File: src/rtl/fir_pkg.sv
// fir_pkg: shared FSM state type, accumulator width helper and default widths for the folded FIR MAC
package fir_pkg;

    localparam int DATA_W_DEF = 13;
    localparam int COEF_W_DEF = 13;
    localparam int TAPS_DEF   = 8;

    typedef enum logic [1:0] {IDLE, MAC, OUT} state_t;

    function automatic int acc_w(input int dw, input int cw, input int taps);
        return dw + cw + $clog2(taps);
    endfunction

endpackage

File: src/rtl/fir_sat.sv
// fir_sat: floor-shift the accumulator and reduce to output width; saturates with FIR_MAC_SAT_EN, wraps otherwise
module fir_sat #(
    parameter int IN_W  = 29,
    parameter int OUT_W = 13,
    parameter int SHIFT = 12
) (
    input  logic signed [IN_W-1:0]  i_din,
    output logic signed [OUT_W-1:0] o_dout
);

    logic signed [IN_W-1:0] w_sh;

    assign w_sh = i_din >>> SHIFT;

`ifdef FIR_MAC_SAT_EN
    localparam logic signed [IN_W-1:0] MAXV = {{(IN_W-OUT_W+1){1'b0}}, {(OUT_W-1){1'b1}}};
    localparam logic signed [IN_W-1:0] MINV = {{(IN_W-OUT_W+1){1'b1}}, {(OUT_W-1){1'b0}}};

    assign o_dout = w_sh > MAXV ? OUT_W'(MAXV) : w_sh < MINV ? OUT_W'(MINV) : OUT_W'(w_sh);
`else
    assign o_dout = OUT_W'(w_sh);
`endif

endmodule

File: src/rtl/fir_mac_fold.sv
// fir_mac_fold: single-multiplier folded FIR, one tap per cycle; optional output saturation via FIR_MAC_SAT_EN
module fir_mac_fold
    import fir_pkg::*;
#(
    parameter int DATA_WIDTH = DATA_W_DEF,
    parameter int COEF_WIDTH = COEF_W_DEF,
    parameter int TAPS       = TAPS_DEF
) (
    input  logic                         CLK,
    input  logic                         RST_n,
    input  logic                         VIN,
    input  logic signed [DATA_WIDTH-1:0] TP [0:TAPS-1],
    input  logic                         COEF_WE,
    input  logic [$clog2(TAPS)-1:0]      COEF_ADDR,
    input  logic signed [COEF_WIDTH-1:0] COEF_DIN,
    output logic signed [DATA_WIDTH-1:0] DOUT,
    output logic                         VOUT,
    output logic                         BUSY,
    output logic                         OVR
);

    localparam int AW   = acc_w(DATA_WIDTH, COEF_WIDTH, TAPS);
    localparam int CNTW = $clog2(TAPS);
    localparam int PW   = DATA_WIDTH + COEF_WIDTH;

    state_t                       r_state, w_next;
    logic [CNTW-1:0]              r_cnt;
    logic signed [AW-1:0]         r_acc;
    logic signed [DATA_WIDTH-1:0] r_snap [0:TAPS-1];
    logic signed [COEF_WIDTH-1:0] r_coef [0:TAPS-1];
    logic signed [PW-1:0]         w_prod;
    logic signed [DATA_WIDTH-1:0] w_res, r_dout;
    logic                         r_vout, r_ovr, w_busy, w_last;

    assign w_busy = r_state != IDLE;
    assign w_last = r_cnt == CNTW'(TAPS - 1);
    assign w_prod = PW'(r_snap[r_cnt]) * PW'(r_coef[r_cnt]);

    // state register
    always_ff @(posedge CLK or negedge RST_n) begin
        if (!RST_n) r_state <= IDLE;
        else        r_state <= w_next;
    end

    // next state: accept a sample in IDLE, walk all taps, then one output cycle
    always_comb begin
        w_next = r_state == IDLE ? (VIN ? MAC : IDLE)
               : r_state == MAC  ? (w_last ? OUT : MAC)
               : IDLE;
    end

    // datapath: coefficient bank, snapshot, accumulate, output register and sticky overrun
    always_ff @(posedge CLK or negedge RST_n) begin
        if (!RST_n) begin
            for (int i = 0; i < TAPS; i++) begin
                r_snap[i] <= '0;
                r_coef[i] <= '0;
            end
            r_acc  <= '0;
            r_cnt  <= '0;
            r_dout <= '0;
            r_vout <= 1'b0;
            r_ovr  <= 1'b0;
        end else begin
            if (!w_busy && COEF_WE) r_coef[COEF_ADDR] <= COEF_DIN;
            if (!w_busy && VIN) begin
                r_snap <= TP;
                r_acc  <= '0;
                r_cnt  <= '0;
            end
            if (r_state == MAC) begin
                r_acc <= r_acc + AW'(w_prod);
                r_cnt <= r_cnt + 1'b1;
            end
            if (r_state == OUT) r_dout <= w_res;
            r_vout <= r_state == OUT;
            if (w_busy && VIN) r_ovr <= 1'b1;
        end
    end

    fir_sat #(
        .IN_W (AW),
        .OUT_W(DATA_WIDTH),
        .SHIFT(COEF_WIDTH - 1)
    ) u_sat (
        .i_din (r_acc),
        .o_dout(w_res)
    );

    assign DOUT = r_dout;
    assign VOUT = r_vout;
    assign BUSY = w_busy;
    assign OVR  = r_ovr;

endmodule
File: config.mk
export PLATFORM = sky130hd
export DESIGN_NAME = fir_mac_fold
export DESIGN_NICKNAME = d
export VERILOG_FILES = /design/src/rtl/fir_pkg.sv /design/src/rtl/fir_sat.sv /design/src/rtl/fir_mac_fold.sv
export SDC_FILE = /design/constraint.sdc
export NUM_CORES = 1
export LEC_CHECK = 0
export CAP_MARGIN = 20
export CORE_AREA = 2 2 218 220
export CTS_BUF_LIST = sky130_fd_sc_hd__clkbuf_16
export DETAILED_ROUTE_END_ITERATION = 8
export DIE_AREA = 0 0 220 222
export GPL_TIMING_DRIVEN = 0
export PLACE_DENSITY = 0.55
export SYNTH_ARGS = -nofsm -noshare
export SYNTH_HDL_FRONTEND = slang
export SYNTH_SLANG_ARGS = --single-unit
File: constraint.sdc
create_clock -name CLK -period 10 [get_ports CLK]
set_clock_uncertainty 0.1 [all_clocks]
set_input_delay 1 -clock CLK [delete_from_list [all_inputs] [get_ports CLK]]
set_output_delay 1 -clock CLK [all_outputs]
set_load 0.005 [all_outputs]
# After elaboration in Yosys (flattened, before gate mapping)
# Cells that the tools add are included.
[op_classes] add_sub_neg=2 mul=1 n_lt_le_gt_ge=3 eq_ne=3 n_mux=17 n_bitwise=2 n_reduce_logical=8
[op_table] op="$bwmux W104" count=1
[op_table] op="$bmux W13 S3" count=2
[op_table] op="$mux W13" count=5
[op_table] op="$mux W29" count=2
[op_table] op="$demux W13 S3" count=1
[op_table] op="$add A29 B26 Y29" count=1
[op_table] op="$mul A13 B13 Y26" count=1
[op_table] op="$ge A4 B4 Y1 const B" count=2
[op_table] op="$not A3 Y4" count=2
[op_table] op="$mux W2" count=3
[op_table] op="$mux W3" count=2
[op_table] op="$logic_and A1 B1 Y1" count=4
[op_table] op="$lt A4 B1 Y1 const B" count=1
[op_table] op="$reduce_bool A2 Y1" count=2
[op_table] op="$add A3 B1 Y3 const B" count=1
[op_table] op="$eq A3 B3 Y1 const B" count=1
[op_table] op="$eq A2 B1 Y1 const B" count=1
[op_table] op="$eq A2 B2 Y1 const B" count=1
[op_table] op="$logic_not A2 Y1" count=1
[op_table] op="$logic_not A1 Y1" count=1
[op_table] op="$mux W1" count=1
[word_totals] regBits=257 input_bits=124 output_inout_bits=16 elab_cells=58

# Depth between registers and ports, before layout
# Gate-level depths: netlist of the first run.
[depth] depth_word=7 depth_mapped=27 ltp_nobuf=23

# Hierarchy
# From an unflattened synthesis of the first run, not the netlist that was laid out.
[hier_totals] cells_unflattened=1848 area_unflattened_um2=19358.6
[modules_own_cells] module="fir_mac_fold" n_inst=1 cells_each=1835 area_per_inst_um2=19261.0 seq_area_each_um2=6431.2
[modules_own_cells] module="fir_sat" n_inst=1 cells_each=13 area_per_inst_um2=97.6 seq_area_each_um2=0.0

# Least setup slack after synthesis of the first run
# Ideal clock, no wire load.
[synth_path] path_type="reg-to-reg" from="reg r_cnt[0]" to="reg r_acc[13]" setup_ns=0.120 arrival_ns=6.997 required_ns=9.780 path_slack_ns=2.783 stages_incl_launch_ff=26 path_buffers=4 period_less_slack_ns=7.217 cell_sequence="dfrtp_1 buf_2 buf_2 buf_4 buf_2 mux4_2 mux2i_1 nor2_1 fa_1 inv_1 fa_1 inv_1 fa_1 fa_1 fa_1 inv_1 fa_1 inv_1 ha_1 a21o_1 a21oi_1 nor2b_1 a21o_1 o21a_1 or3_1 a31o_1"
[synth_via] elab_chain_len=7 elab_cells_between_ends=10 cone_classes="add/sub: 1; mul: 1; mux: 7; bitwise: 1"
[synth_rtl] element="start, declared" line_no="fir_mac_fold.sv:27" source="logic [CNTW-1:0] r_cnt;"
[synth_rtl] element="start signal, assigned" line_no="fir_mac_fold.sv:73" source="r_cnt <= r_cnt + 1'b1;"
[synth_rtl] element="$not A3 Y4 (implied by the code) (*)" line_no="fir_mac_fold.sv:37" source="assign w_prod = PW'(r_snap[r_cnt]) * PW'(r_coef[r_cnt]);"
[synth_rtl] element="$bmux W13 S3" line_no="fir_mac_fold.sv:37"
[synth_rtl] element="$mux W13 (implied by the code) (2 in a row)" line_no="fir_mac_fold.sv:37"
[synth_rtl] element="$mul A13 B13 Y26 (*)" line_no="fir_mac_fold.sv:37"
[synth_rtl] element="$add A29 B26 Y29 (*)" line_no="fir_mac_fold.sv:72" source="r_acc <= r_acc + AW'(w_prod);"
[synth_rtl] element="$mux W29 (*)" line_no="fir_mac_fold.sv:71" source="if (r_state == MAC) begin"
[synth_rtl] element="end signal, assigned" line_no="fir_mac_fold.sv:72"
[synth_rtl] element="end, declared" line_no="fir_mac_fold.sv:28" source="logic signed [AW-1:0] r_acc;"
# Every way passes the cells marked *; elsewhere a longest branch is shown, timed or not. The select of a mux whose other input is x is not followed.
# A chain may end at the register's enable or synchronous reset.

# Worst setup path in the final report of the first run
[layout_path] from="reg r_cnt[1]" to="reg r_acc[20]"
# Same word-level chain as after synthesis.

==> key figures, run 1 <==
Logic synthesis
  – Number of warning messages in the yosys log: 0
  – Leading cell types by total area after synthesis: sky130_fd_sc_hd__dfrtp_1, sky130_fd_sc_hd__fa_1, sky130_fd_sc_hd__nand2_1
  – Seq cells post-synth: 253
  – Post-synthesis cell type with the largest combined area: sky130_fd_sc_hd__dfrtp_1
  – Primary flip-flop cell chosen by synthesis mapping: sky130_fd_sc_hd__dfrtp_1
  – Share of the synthesized area in the top cell type: 34.5%
  – Mapped cell area: 18300 um2
  – Synth Area per Inst: 10.5 um2
  – Most common cell in the synthesized netlist: sky130_fd_sc_hd__nand2_1
  – Most frequent cells after synthesis: sky130_fd_sc_hd__nand2_1, sky130_fd_sc_hd__inv_1, sky130_fd_sc_hd__dfrtp_1
  – Synthesized netlist cell count: 1754
  – Synthesized netlist net count: 2140
  – Async set-reset flop share out of synthesis: 100%
  – Part of the Yosys area used for sequential elements: 34.5%
  – Count of unique library cells instantiated by Yosys: 55
  – Post-synth EDFFs: 0

Finish
  – Sequential cell area: 6330 um2
  – Area used by multi-input combinational logic: 10700 um2
  – Area Overhead vs Synth: 16.7%
  – Number of nets in the layout: 2312
  – Non-Filler Instances: 2553
  – Filler cell count: 4391
  – Share of post-route cells with drive strength above 1: 12.7%
  – Antenna diode count: 0

Route
  – Number of design rule violations left after detail routing: 0
  – ANT nets after route: 0
  – DR iter-0 viols: 633
  – Overall via count from detail_route: 12.9k
  – Detailed-router iteration count before antenna repair: 5
  – Final routed wirelength across all metal layers: 49000 um
  – Routed length per instance: 19.2 um
  – Vias per Instance: 5.04

Clocking
  – CTS Hold Bufs: 0
  – Max Buffers Root-to-Sink: 3
  – CTS resizes: 0
  – Worst-skew pair later-pin latency: 0.59 ns
  – Setup Fix Bufs, Post-CTS: 0
  – H-tree depth reported by CTS: 1
  – CTS root buffer: sky130_fd_sc_hd__clkbuf_16
  – Clock tree sinks: 253
  – TritonCTS clock tree: built
  – Inserted Clock Buffers: 28
  – Clock slew at the register clock pins of the worst setup and hold paths: 0.07 ns

Global routing
  – Met3 usage: 3.09%
  – Maximum number of pins on one net before global-route repair: 122
  – Via count of the first global-routing pass: 13.8k
  – Grt ovf: 0
  – Global router's overall resource usage: 21.1%
  – Met2 routing resource usage after global routing: 35.3%
  – Global-route wire length before repair: 79200 um
  – Met1 usage in global routing: 28.9%
  – Busiest grt layer: met2
  – Number of antenna violations at the first check in global routing: 0

STA
  – Final Cycle Share: 91.6%
  – Total negative setup slack: 0 ns
  – Count of final hold-check violations: 0
  – Transition at the pin with the smallest max-transition slack: 1.04 ns
  – Hold slack: 0.206 ns
  – Setup repair after global routing missed its margin: no
  – Final number of max-transition violations: 0
  – Peak clock frequency supported by timing: 109 MHz
  – Finish-stage setup viols: 0
  – Shortest period the worst path allows: 9.16 ns
  – Max transition margin: 28.4%

Die
  – Total die area: 48800 um2
  – Top-level I/O count: 140
  – Vert. Die Dim: 222 um
  – CORE AREA: 46300 um2
  – Initial core utilization: 39.7%
  – Horizontal die dimension: 220 um
  – Row count: 79

Placement
  – Placed Instances: 2503
  – Half-perimeter wire length after detailed placement: 38300 um
  – Count of buffers inserted at the top-level ports: 139
  – Gpl congestion: 0.868

Critical path
  – Required time worst endpoint: 10.34 ns
  – Crit path kind: reg -> reg
  – Worst-path fanout max: 10
  – Kind of start point of the critical path: register
  – Data arrival at the endpoint of the critical path: 9.50 ns
  – Capturing element type of the critical path: register

Min path
  – Min-Delay Path Class: in -> async

Outcome
  – Result of the run: finished clean

Run
  – Max-cap check violation count: 0
registers in the layout, indices dropped and copies added, names as in the netlist:
register,cells
VOUT,1
DOUT,13
r_cnt,3
r_snap,104
r_state,2
r_coef,104
OVR,1
r_acc,25
cells by family after synthesis:
group                      after synthesis  share of synthesized area [%]
adders and majority gates              262                           25.4
xor gates and xnor gates                29                           1.46
DFF                                    253                           34.5
buffers and inverters                  341                           7.12
and+or+nand+nor                        578                           12.7
muxes                                  205                           15.8
AOI/OAI and AO/OA                       86                           3.01
per-stage QoR:
stage	setup slack [ns]	utilization (%)	instance area (um2)
detailed placement	0.930	44.5	20600
global route	0.609	46.3	21400
CTS	0.908	46.3	21400
floorplan	2.78	-	18300
finish	0.837	46.3	21400
global placement	-3.08	44.3	20500
path summary, 6_finish.rpt:
check / from / slack, ns / endpoint / depth (start not counted)
hold reg to reg: r_snap[52] / 0.37 / r_snap[52] / 2
setup reg to reg: r_cnt[1] / 0.84 / r_acc[20] / 25
max in group asynchronous: RST_n / 8.28 / r_snap[38] / 3
hold / removal: RST_n / 0.21 / r_acc[4] / 1
min in group CLK: r_snap[52] / 0.37 / r_snap[52] / 2
setup / recovery: r_cnt[1] / 0.84 / r_acc[20] / 25
routing by layer:
metal / wire, um / up-vias
met2: 23600 / 271
met4: 1230 / 0
met5: 0 / -
li1: - / 5900
met1: 22000 / 6625
met3: 2150 / 71
worst max-delay path, cell delays in order, from the launching register on:
cell and delay (ns):
sky130_fd_sc_hd__dfrtp_1 0.40, sky130_fd_sc_hd__buf_6 0.18, sky130_fd_sc_hd__buf_2 0.33, sky130_fd_sc_hd__buf_1 0.68, sky130_fd_sc_hd__clkbuf_1 0.63, sky130_fd_sc_hd__mux4_2 0.48
sky130_fd_sc_hd__mux2i_1 0.80, sky130_fd_sc_hd__nor2_1 0.16, sky130_fd_sc_hd__fa_1 0.57, sky130_fd_sc_hd__inv_1 0.05, sky130_fd_sc_hd__fa_1 0.47, sky130_fd_sc_hd__inv_1 0.06
sky130_fd_sc_hd__fa_1 0.51, sky130_fd_sc_hd__inv_1 0.06, sky130_fd_sc_hd__fa_1 0.53, sky130_fd_sc_hd__inv_1 0.06, sky130_fd_sc_hd__fa_1 0.47, sky130_fd_sc_hd__inv_1 0.05
sky130_fd_sc_hd__fa_1 0.47, sky130_fd_sc_hd__inv_1 0.04, sky130_fd_sc_hd__ha_1 0.23, sky130_fd_sc_hd__o41ai_1 0.80, sky130_fd_sc_hd__a21oi_1 0.33, sky130_fd_sc_hd__a31oi_1 0.29
sky130_fd_sc_hd__xor2_1 0.18, sky130_fd_sc_hd__o21ai_1 0.08
cell usage in the layout (no fill, tap or decap), types with 22 or more instances in the layout:
master / count
sky130_fd_sc_hd__nand3_1: 22
sky130_fd_sc_hd__ha_1: 77
sky130_fd_sc_hd__mux4_2: 52
sky130_fd_sc_hd__nand2_1: 398
sky130_fd_sc_hd__inv_1: 262
sky130_fd_sc_hd__dfrtp_1: 253
sky130_fd_sc_hd__mux2_2: 129
sky130_fd_sc_hd__fa_1: 185
sky130_fd_sc_hd__o21ai_0: 22
sky130_fd_sc_hd__clkbuf_16: 28
sky130_fd_sc_hd__clkbuf_1: 49
sky130_fd_sc_hd__nor2_1: 104
sky130_fd_sc_hd__clkdlybuf4s50_1: 138
final cells by class:
cell class,instances,share of cell area [%]
Timing Repair Buffer,142,6.81
Multi-Input combinational cell,1160,50.0
Buffer,73,1.40
Clock buffer,28,3.27
Sequential cell,253,29.6
Inverter,268,4.70
Tap cell,607,3.55
Clock inverter,22,0.707
Power of run 1 is not shown: default switching activity piles up to over one toggle a cycle in this logic, so the estimate is an artifact.
==> inputs of run 2 (changes only) <==
--- a/config.mk
+++ b/config.mk
@@ -12,6 +12,7 @@
 export DIE_AREA = 0 0 220 222
 export GPL_TIMING_DRIVEN = 0
 export PLACE_DENSITY = 0.55
+export SKIP_CTS_REPAIR_TIMING = 1
 export SYNTH_ARGS = -nofsm -noshare
 export SYNTH_HDL_FRONTEND = slang
 export SYNTH_SLANG_ARGS = --single-unit
==> results of run 2 <==
No change in the layout: final DEF, timing and power equal those of run 1.
Power of run 2 is left out for the same reason.
